<file path="config.mk">
export PLATFORM = sky130hd
export DESIGN_NAME = boot_word_packer
export DESIGN_NICKNAME = d
export VERILOG_FILES = /design/src/rtl/boot_word_packer_pkg.sv /design/src/rtl/boot_word_packer_fifo.sv /design/src/rtl/boot_word_packer.sv
export SDC_FILE = /design/constraint.sdc
export NUM_CORES = 1
export LEC_CHECK = 0
export BUFFER_PORTS_ARGS = -buffer_cell sky130_fd_sc_hd__buf_2
export CAP_MARGIN = 20
export CORE_UTILIZATION = 50
export CTS_CLUSTER_SIZE = 30
export DETAILED_ROUTE_END_ITERATION = 8
export PLACE_DENSITY = 0.74
export SLEW_MARGIN = 25
export SYNTH_ARGS = -nofsm -noshare
export SYNTH_HDL_FRONTEND = slang
export SYNTH_SLANG_ARGS = --single-unit
export TNS_END_PERCENT = 100
</file>
<file path="constraint.sdc">
create_clock -name Clk -period 17.9 [get_ports Clk]
set_clock_uncertainty 0.1 [all_clocks]
set_input_delay 3.58 -clock Clk [delete_from_list [all_inputs] [get_ports Clk]]
set_output_delay 3.58 -clock Clk [all_outputs]
set_load 0.01 [all_outputs]
</file>
<file path="src/rtl/boot_word_packer_pkg.sv">
// Shared types for the boot word packer: the queued word entry, the merge-buffer
// state encoding and a byte-lane merge helper.
package boot_pack_pkg;

    typedef struct packed {
        logic [29:0] base;
        logic [31:0] data;
        logic [3:0]  be;
    } word_entry_t;

    typedef enum logic {PK_EMPTY, PK_PARTIAL} pack_state_t;

    localparam logic [3:0] FULL_BE = 4'hF;

    function automatic logic [31:0] merge_byte(input logic [31:0] word,
                                               input logic [1:0]  lane,
                                               input logic [7:0]  data);
        logic [31:0] r;
        r = word;
        r[8*lane +: 8] = data;
        return r;
    endfunction

endpackage

</file>
<file path="src/rtl/boot_word_packer_fifo.sv">
// Synchronous FIFO of word entries accepting up to two pushes and one pop per
// cycle; entry 0 is written ahead of entry 1 so order is preserved.
module boot_word_fifo
    import boot_pack_pkg::*;
#(
    parameter int FIFO_DEPTH = 4,
    localparam int AW = $clog2(FIFO_DEPTH),
    localparam int CW = AW + 1
) (
    input  logic            Clk,
    input  logic            Rst,
    input  logic            i_push0,
    input  word_entry_t     i_din0,
    input  logic            i_push1,
    input  word_entry_t     i_din1,
    input  logic            i_pop,
    output word_entry_t     o_head,
    output logic            o_empty,
    output logic            o_full,
    output logic [CW-1:0]   o_count
);

    word_entry_t   r_mem [FIFO_DEPTH];
    logic [AW-1:0] r_wr;
    logic [AW-1:0] r_rd;
    logic [CW-1:0] r_cnt;
    logic [CW-1:0] w_npush;

    assign w_npush = CW'(i_push0) + CW'(i_push1);

    always_ff @(posedge Clk) begin
        if (Rst) begin
            r_wr  <= '0;
            r_rd  <= '0;
            r_cnt <= '0;
        end else begin
            r_wr  <= r_wr + AW'(w_npush);
            r_rd  <= r_rd + AW'(i_pop);
            r_cnt <= r_cnt + w_npush - CW'(i_pop);
        end
    end

    // Storage carries no reset; occupancy alone decides what is valid.
    always_ff @(posedge Clk) begin
        if (i_push0) r_mem[r_wr] <= i_din0;
        if (i_push1) r_mem[r_wr + AW'(1)] <= i_din1;
    end

    assign o_head  = r_mem[r_rd];
    assign o_empty = (r_cnt == '0);
    assign o_full  = (r_cnt == CW'(FIFO_DEPTH));
    assign o_count = r_cnt;

endmodule

</file>
<file path="src/rtl/boot_word_packer.sv">
// Merges single-byte loader writes into full 32-bit word writes, queued toward
// instruction memory. Optional running byte checksum: define BOOT_PACK_CSUM_EN.
module boot_word_packer
    import boot_pack_pkg::*;
#(
    parameter int FIFO_DEPTH = 4,
    parameter int CNT_W      = 16
) (
    input  logic             Clk,
    input  logic             Rst,
    input  logic             byte_we,
    input  logic [31:0]      byte_addr,
    input  logic [7:0]       byte_data,
    input  logic             flush,
    output logic             mem_req,
    output logic             mem_we,
    output logic [31:0]      mem_addr,
    output logic [31:0]      mem_wdata,
    output logic [3:0]       mem_be,
    input  logic             mem_gnt,
    output logic             busy,
    output logic             ovf_err,
    output logic [CNT_W-1:0] word_cnt
`ifdef BOOT_PACK_CSUM_EN
    ,
    output logic [31:0]      csum
`endif
);

    localparam int CW = $clog2(FIFO_DEPTH) + 1;

    pack_state_t r_state;
    logic [29:0] r_base;
    logic [31:0] r_wbuf;
    logic [3:0]  r_bbuf;
    logic        r_ovf;
    logic [CNT_W-1:0] r_cnt;

    pack_state_t w_nstate;
    logic [29:0] w_nbase;
    logic [31:0] w_nwbuf;
    logic [3:0]  w_nbbuf;
    logic [1:0]  w_lane;
    logic [1:0]  w_need;
    logic        w_ok;
    logic        w_pop;
    logic        w_empty;
    logic        w_full;
    logic [CW-1:0] w_count;
    logic [CW-1:0] w_free;
    word_entry_t w_e0;
    word_entry_t w_e1;
    word_entry_t w_head;

    assign w_lane = byte_addr[1:0];
    assign w_pop  = !w_empty && mem_gnt;
    assign w_free = w_full ? CW'(w_pop) : CW'(FIFO_DEPTH) - w_count + CW'(w_pop);
    assign w_ok   = (CW'(w_need) <= w_free);

    always_comb begin
        w_need   = 2'd0;
        w_e0     = '{base: r_base, data: r_wbuf, be: r_bbuf};
        w_e1     = w_e0;
        w_nstate = r_state;
        w_nbase  = r_base;
        w_nwbuf  = r_wbuf;
        w_nbbuf  = r_bbuf;
        if (byte_we) begin
            if (r_state == PK_PARTIAL &&
                (r_base != byte_addr[31:2] || r_bbuf[w_lane])) begin
                // Conflict: old buffer goes out as entry 0, new byte restarts it.
                w_need   = 2'd1;
                w_nbase  = byte_addr[31:2];
                w_nwbuf  = merge_byte('0, w_lane, byte_data);
                w_nbbuf  = 4'b0001 << w_lane;
                w_nstate = PK_PARTIAL;
                if (flush) begin
                    w_need   = 2'd2;
                    w_e1     = '{base: w_nbase, data: w_nwbuf, be: w_nbbuf};
                    w_nstate = PK_EMPTY;
                end
            end else begin
                w_nbase  = (r_state == PK_EMPTY) ? byte_addr[31:2] : r_base;
                w_nwbuf  = merge_byte((r_state == PK_EMPTY) ? '0 : r_wbuf,
                                      w_lane, byte_data);
                w_nbbuf  = ((r_state == PK_EMPTY) ? 4'b0000 : r_bbuf) |
                           (4'b0001 << w_lane);
                w_nstate = PK_PARTIAL;
                if (w_nbbuf == FULL_BE || flush) begin
                    w_need   = 2'd1;
                    w_e0     = '{base: w_nbase, data: w_nwbuf, be: w_nbbuf};
                    w_nstate = PK_EMPTY;
                end
            end
        end else if (flush && r_state == PK_PARTIAL) begin
            w_need   = 2'd1;
            w_nstate = PK_EMPTY;
        end
    end

    always_ff @(posedge Clk) begin
        if (Rst) begin
            r_state <= PK_EMPTY;
            r_ovf   <= 1'b0;
            r_cnt   <= '0;
        end else begin
            if (w_ok) r_state <= w_nstate;
            if (byte_we && !w_ok) r_ovf <= 1'b1;
            r_cnt <= r_cnt + CNT_W'(w_pop);
        end
    end

    // A rejected operation leaves the buffer exactly as it was.
    always_ff @(posedge Clk) begin
        if (w_ok) begin
            r_base <= w_nbase;
            r_wbuf <= w_nwbuf;
            r_bbuf <= w_nbbuf;
        end
    end

`ifdef BOOT_PACK_CSUM_EN
    logic [31:0] r_csum;

    always_ff @(posedge Clk) begin
        if (Rst)                 r_csum <= '0;
        else if (byte_we && w_ok) r_csum <= r_csum + {24'b0, byte_data};
    end

    assign csum = r_csum;
`endif

    boot_word_fifo #(.FIFO_DEPTH(FIFO_DEPTH)) u_fifo (
        .Clk     (Clk),
        .Rst     (Rst),
        .i_push0 (w_ok && w_need != 2'd0),
        .i_din0  (w_e0),
        .i_push1 (w_ok && w_need == 2'd2),
        .i_din1  (w_e1),
        .i_pop   (w_pop),
        .o_head  (w_head),
        .o_empty (w_empty),
        .o_full  (w_full),
        .o_count (w_count)
    );

    assign mem_req   = !w_empty;
    assign mem_we    = !w_empty;
    assign mem_addr  = w_empty ? 32'h0 : {w_head.base, 2'b00};
    assign mem_wdata = w_empty ? 32'h0 : w_head.data;
    assign mem_be    = w_empty ? 4'h0  : w_head.be;
    assign busy      = (r_state == PK_PARTIAL) || !w_empty;
    assign ovf_err   = r_ovf;
    assign word_cnt  = r_cnt;

endmodule
</file>
==> results of run 1 <==
==> state kept, by name (all words and copies together), names as in the netlist <==
signal and cells:
r_state 1, u_fifo.r_mem 264, u_fifo.r_wr 2, u_fifo.o_count 3, r_bbuf 4, r_base 30, ovf_err 1, u_fifo.r_rd 2
word_cnt 16, r_wbuf 32
==> cells in the final DEF (no fill, tap or decap), drive strengths merged, types with 4 or more instances in the layout <==
cell	instances
and2	101
nand3	42
a21o	32
nor3	6
nor2	30
a22oi	5
ha	16
a21oi	5
a41o	4
diode	5
mux2	121
and3	38
o31ai	6
nor4	7
buf	163
a31oi	129
nor2b	8
mux4	67
dfxtp	25
xnor2	22
inv	49
and4	4
xor2	29
o311ai	128
o211ai	32
bufinv	4
clkbuf	51
nand4	10
edfxtp	330
clkinv	11
nand2	22
==> power by group through the flow <==
stage	Sequential (W)	Clock [W]	Combinational, W
after global routing	0.00124	0.000841	0.00100
after CTS	0.00122	0.000815	0.000937
after detailed placement	0.00124	0	0.000931
after global placement	0.00123	0	0.000905
final	0.00122	0.000806	0.000928
after floorplan	0.00122	0	0.000620
==> metrics by stage <==
stage,instance area (um^2),power [W]
after floorplan,19200,0.00184
after global placement,20100,0.00213
after detailed placement,20200,0.00217
after CTS,21500,0.00298
after global routing,21600,0.00308
final,21600,0.00296
==> worst register-to-register path, cell delays in order (launching register included) <==
cell,delay (ps)
edfxtp_1,460
xor2_1,210
or4_1,570
or4_1,640
o31ai_4,220
buf_4,530
nor2_1,130
ha_1,340
a21oi_1,190
a2111oi_2,50
buf_4,220
nor4b_2,290
buf_4,510
nand2_1,180
o31ai_4,110
buf_4,680
==> cell families after synthesis <==
| logic type | share of synthesized area |
|---|---|
| and+or+nand+nor | 0.0875 |
| adders and majority gates | 0.0115 |
| other | 0.000195 |
| DFF | 0.542 |
| muxes | 0.150 |
| buffers and inverters | 0.0486 |
| AOI/OAI and AO/OA | 0.137 |
| xor gates and xnor gates | 0.0233 |
==> routing by layer <==
layer,part of all wire,wire (um)
met2,0.49,25000
met5,0.00051,26
met3,0.095,4880
met1,0.38,19600
met4,0.035,1800
==> path summary, 6_finish.rpt <==
path                  from                   to  slack [ps]  cells past startpoint
max reg2reg     r_base[28]  u_fifo.r_mem[2][17]       12050                     15
min reg2reg   word_cnt[15]         word_cnt[15]         410                      2
max          byte_addr[30]  u_fifo.r_mem[2][17]        9350                     16
min           word_cnt[15]         word_cnt[15]         410                      2
==> area by class of cell <==
type | instances | area (um^2)
Inverter | 49 | 184
Clock buffer | 51 | 1060
Clock inverter | 16 | 183
Sequential cell | 355 | 10400
Tap cell | 511 | 639
Fill cell | 2970 | 16200
Multi-Input combinational cell | 899 | 8070
Antenna cell | 5 | 12.5
Timing Repair Buffer | 163 | 1010
==> results.json, run 1 <==
{
  "outcome": "finished clean",
  "synthTopCellsByArea": "edfxtp_1, mux4_2, o311ai_1, mux2_1, a31oi_1",
  "initial_core_util": 0.508,
  "overflow": 0,
  "cp_slowest_cell": "buf_4",
  "synth-async-reset-ratio": 0,
  "yosysSeqAreaShare": 0.542,
  "post_synth_most_frequent_cells": "edfxtp_1, a31oi_1, o311ai_1",
  "timing.max_slew.rel_slack": 0.194,
  "detailedRoute.firstPassIterationCount": 6,
  "yosysWarningCount": 0,
  "max_slew.worst_pin.slew_ps": 1200,
  "layout-area-overhead-vs-synth_pct": 12.4,
  "worst_ep_required_time_ps": 17990,
  "setup-violations-final": 0,
  "share_of_layout_cells_above_drive_strength_1": 0.228,
  "cp_num_buf_inv": 5,
  "insertion_delay_ps": 560,
  "grt_max_degree": 137,
  "pwr-share-seq": 0.414,
  "critPathMaxFanout": 43,
  "die_w_um": 198,
  "final-hold-violation-count": 0,
  "timing.max_cap.violations": 0,
  "cts_tree": "yes",
  "route.antenna.remaining_nets": 0,
  "startpoint_type": "input pin",
  "internal-power_w": 0.00202,
  "cts_inserted_buffers": 40,
  "cts_hold_repair.buffers": 0,
  "floorplan.die_area_um2": 39200,
  "dp_hpwl_mm": 30.1,
  "finalWeightedCongestion": 0.858,
  "vias": 13700,
  "max_stage_delay_on_crit_path_ps": 680,
  "power.ir.vdd_worst_mv": 0.0811,
  "wirelength_mm": 51.3,
  "totalNegativeSetupSlack_ps": 0,
  "grt.busiest_layer": "met2",
  "power_switching_w": 0.000940,
  "use_met3": 0.0506,
  "finalCoreUtilization": 0.572,
  "avgViaCountPerCell": 6.68,
  "synth-edff-count": 330,
  "power.density_cell_area_nw_per_um2": 137,
  "period_minus_slack_ps": 8550,
  "syn_inst": 1490,
  "first_iter_violations": 1600,
  "fin_hold_ws_ps": 412,
  "total_leakage_power_nw": 7.65,
  "globalRouteTotalUtil": 0.263,
  "netlist_area_um2": 19200,
  "synthDistinctLibCells": 54,
  "period_share": 0.478,
  "place.port_buffers": 130,
  "power_frac_comb": 0.314,
  "critical_path.top_delay_family": "buffers and inverters",
  "finalNonFillerCells": 2049,
  "clock_slew_at_reported_path_ffs_ps": 60,
  "clockBufferDepth": 3,
  "num_io_pins": 133,
  "synth_most_common_cell": "edfxtp_1",
  "grt_pass1_wl_mm": 77.8,
  "synth_top_area_share": 0.516,
  "dominantRegCellSynth": "edfxtp_1",
  "synthesis.area_per_instance_um2": 12.9,
  "worst-endpoint-arrival_ps": 8640,
  "critical_path_class": "in -> reg",
  "height_of_the_die_um": 198,
  "ys_seq_elements": 355,
  "grt_pass1_vias": 13600,
  "number_of_antenna_violations_at_the_first_check_in_global_routing": 5,
  "core_area_um2": 37800,
  "h-tree-depth": 2,
  "cts_post_setup_buffers_inserted": 0,
  "cts_num_sinks": 355,
  "worst_slack_ps": 9350,
  "biggest_area_consumer_among_synthesized_cells": "edfxtp_1",
  "sw_frac_of_total": 0.318,
  "cts_repair_resizes": 0,
  "placed_cells": 1974,
  "gr-usage-met1": 0.334,
  "ctsRootBufferMaster": "clkbuf_16",
  "drc": 0,
  "path_cells": "buf_2 -> xor2_1 -> or4_1 -> or4_1 -> o31ai_4 -> buf_4 -> nor2_1 -> ha_1 -> a21oi_1 -> a2111oi_2 -> buf_4 -> nor4b_2 -> buf_4 -> nand2_1 -> o31ai_4 -> buf_4",
  "routed_wire_length_per_instance_um": 25.1,
  "standard_cell_row_count": 71,
  "grt_util_met2": 0.435,
  "achievable-frequency_ghz": 0.117,
  "slew_viol_final": 0,
  "power.share.clock": 0.273,
  "pre_cts_slack_ps": 8840,
  "finalNetCount": 1570,
  "endpoint_kind": "flop",
  "grt_setup_unrepaired": "false",
  "worst_path_most_repeated_cell": "buf_4",
  "worstHoldPathType": "reg -> reg"
}
Note: power is estimated with default switching activity, not from simulation.
==> run 2: changes to the inputs <==
- clock period: 17.9 -> 8.5 ns (I/O delays scaled with it)
==> results.json, run 2 (synthesis gave the netlist of run 1 again) <==
{
  "first_iter_violations": 1507,
  "finalNonFillerCells": 2053,
  "cts_repair_resizes": 0,
  "p_total_w": 0.00618,
  "finalNetCount": 1572,
  "fin_hold_ws_ps": 389,
  "critPathMaxFanout": 30,
  "ctsRootBufferMaster": "clkbuf_16",
  "final-hold-violation-count": 0,
  "timing.max_slew.rel_slack": 0.350,
  "avgViaCountPerCell": 6.69,
  "critical_path_class": "in -> reg",
  "cp_num_buf_inv": 3,
  "outcome": "finished clean",
  "insertion_delay_ps": 560,
  "cts_tree": "yes",
  "wirelength_mm": 51.1,
  "route.antenna.remaining_nets": 0,
  "slew_viol_final": 0,
  "period_minus_slack_ps": 6680,
  "max_flop_register": "u_fifo.r_mem",
  "reg2reg_slack_ps": 2650,
  "vias": 13700,
  "grt_max_degree": 135,
  "cts_inserted_buffers": 40,
  "timing.max_cap.violations": 0,
  "worst-endpoint-arrival_ps": 6870,
  "most_used_cells_in_the_layout_excluding_fill_and_tap_cells": "edfxtp_1, buf_2, a31oi_1",
  "setup-violations-final": 0,
  "critical_path.top_delay_family": "simple AND/OR/NAND/NOR gates",
  "overflow": 0,
  "dp_hpwl_mm": 30.1,
  "globalRouteTotalUtil": 0.263,
  "place.port_buffers": 130,
  "period_share": 0.786,
  "core_area_um2": 37800,
  "filler_cell_count": 2970,
  "max_slew.worst_pin.slew_ps": 976,
  "share_of_layout_cells_above_drive_strength_1": 0.227,
  "startpoint_type": "input pin",
  "largest_registers": "u_fifo.r_mem (264), r_wbuf (32), r_base (30)",
  "cts_hold_repair.buffers": 0,
  "layout.area.seq_um2": 10400,
  "height_of_the_die_um": 198,
  "initial_core_util": 0.508,
  "standard_cell_row_count": 71,
  "grt_pass1_wl_mm": 78.6,
  "detailedRoute.firstPassIterationCount": 8,
  "totalNegativeSetupSlack_ps": 0,
  "worst_ep_required_time_ps": 8690,
  "multi_input_area_um2": 8070,
  "cts_post_setup_buffers_inserted": 0,
  "placed_cells": 1978,
  "die_w_um": 198,
  "h-tree-depth": 2,
  "num_io_pins": 133,
  "grt_setup_unrepaired": "false",
  "cp_slowest_cell": "or4b_2",
  "routed_wire_length_per_instance_um": 24.9,
  "clockBufferDepth": 3,
  "finalWeightedCongestion": 0.905,
  "power.ir.vdd_worst_mv": 0.178,
  "achievable-frequency_ghz": 0.150,
  "flip_flop_count_of_the_largest_register_all_copies_and_words_added": 264,
  "power.density_cell_area_nw_per_um2": 287,
  "floorplan.die_area_um2": 39200,
  "grt_pass1_vias": 13500,
  "total_leakage_power_nw": 7.62,
  "drc": 0,
  "path_cells": "buf_2 -> xor2_1 -> or4_1 -> or4_1 -> o31ai_4 -> nor2_1 -> ha_1 -> a21oi_1 -> a2111oi_2 -> buf_4 -> or4b_2 -> o21ai_4 -> buf_4 -> mux2_1",
  "final_common_cell": "edfxtp_1",
  "clock_slew_at_reported_path_ffs_ps": 60,
  "layout-area-overhead-vs-synth_pct": 12.0,
  "number_of_antenna_violations_at_the_first_check_in_global_routing": 3,
  "worstHoldPathType": "reg -> reg",
  "endpoint_kind": "flop",
  "cts_num_sinks": 355,
  "max_stage_delay_on_crit_path_ps": 810
}
## run 2: power breakdown
group          internal, W  switching [W]  leakage, nW  total, W
registers          0.00239       0.000203         3.29   0.00260
logic             0.000841        0.00108         3.74   0.00192
clock network     0.000962       0.000697        0.600   0.00166
## run 2: worst register-to-register path, delay by kind of cell (launching register included)
family | cells | cell delay (ps)
buffers and inverters | 2 | 690
and+or+nand+nor | 4 | 2120
xor gates and xnor gates | 1 | 220
muxes | 1 | 410
DFF | 1 | 460
adders and majority gates | 1 | 360
AOI/OAI and AO/OA | 4 | 1230
## run 2: through the flow
step | setup WS, ps | area (um^2) | utilization
floorplan | -1440 | 19200 | -
global placement | 1470 | 20200 | 0.534
detailed placement | 1360 | 20200 | 0.536
CTS | 1890 | 21400 | 0.568
global route | 1640 | 21500 | 0.569
finish | 1820 | 21500 | 0.569
## run 2: area by class of cell
class	count	area share
clock inverters	15	0.00600
multi-input cells	899	0.376
repair buffers	165	0.0439
clock buffers	54	0.0510
diodes	5	0.000582
inverters	49	0.00856
well taps	511	0.0297
flip-flops and latches	355	0.485
## run 2: per-layer routing
layer	track usage	vias up	wire (um)
met5	0	-	0
met4	0.113	0	1830
met3	0.0443	146	4870
met2	0.431	817	24500
met1	0.347	6794	19900
li1	-	5982	-
## run 2: path summary, 6_finish.rpt
path	to	cells after the start	startpoint
max	u_fifo.r_mem[0][56]	14	byte_addr[30]
min	ovf_err	2	ovf_err
max reg2reg	u_fifo.r_mem[0][56]	13	r_base[12]
min reg2reg	ovf_err	2	ovf_err
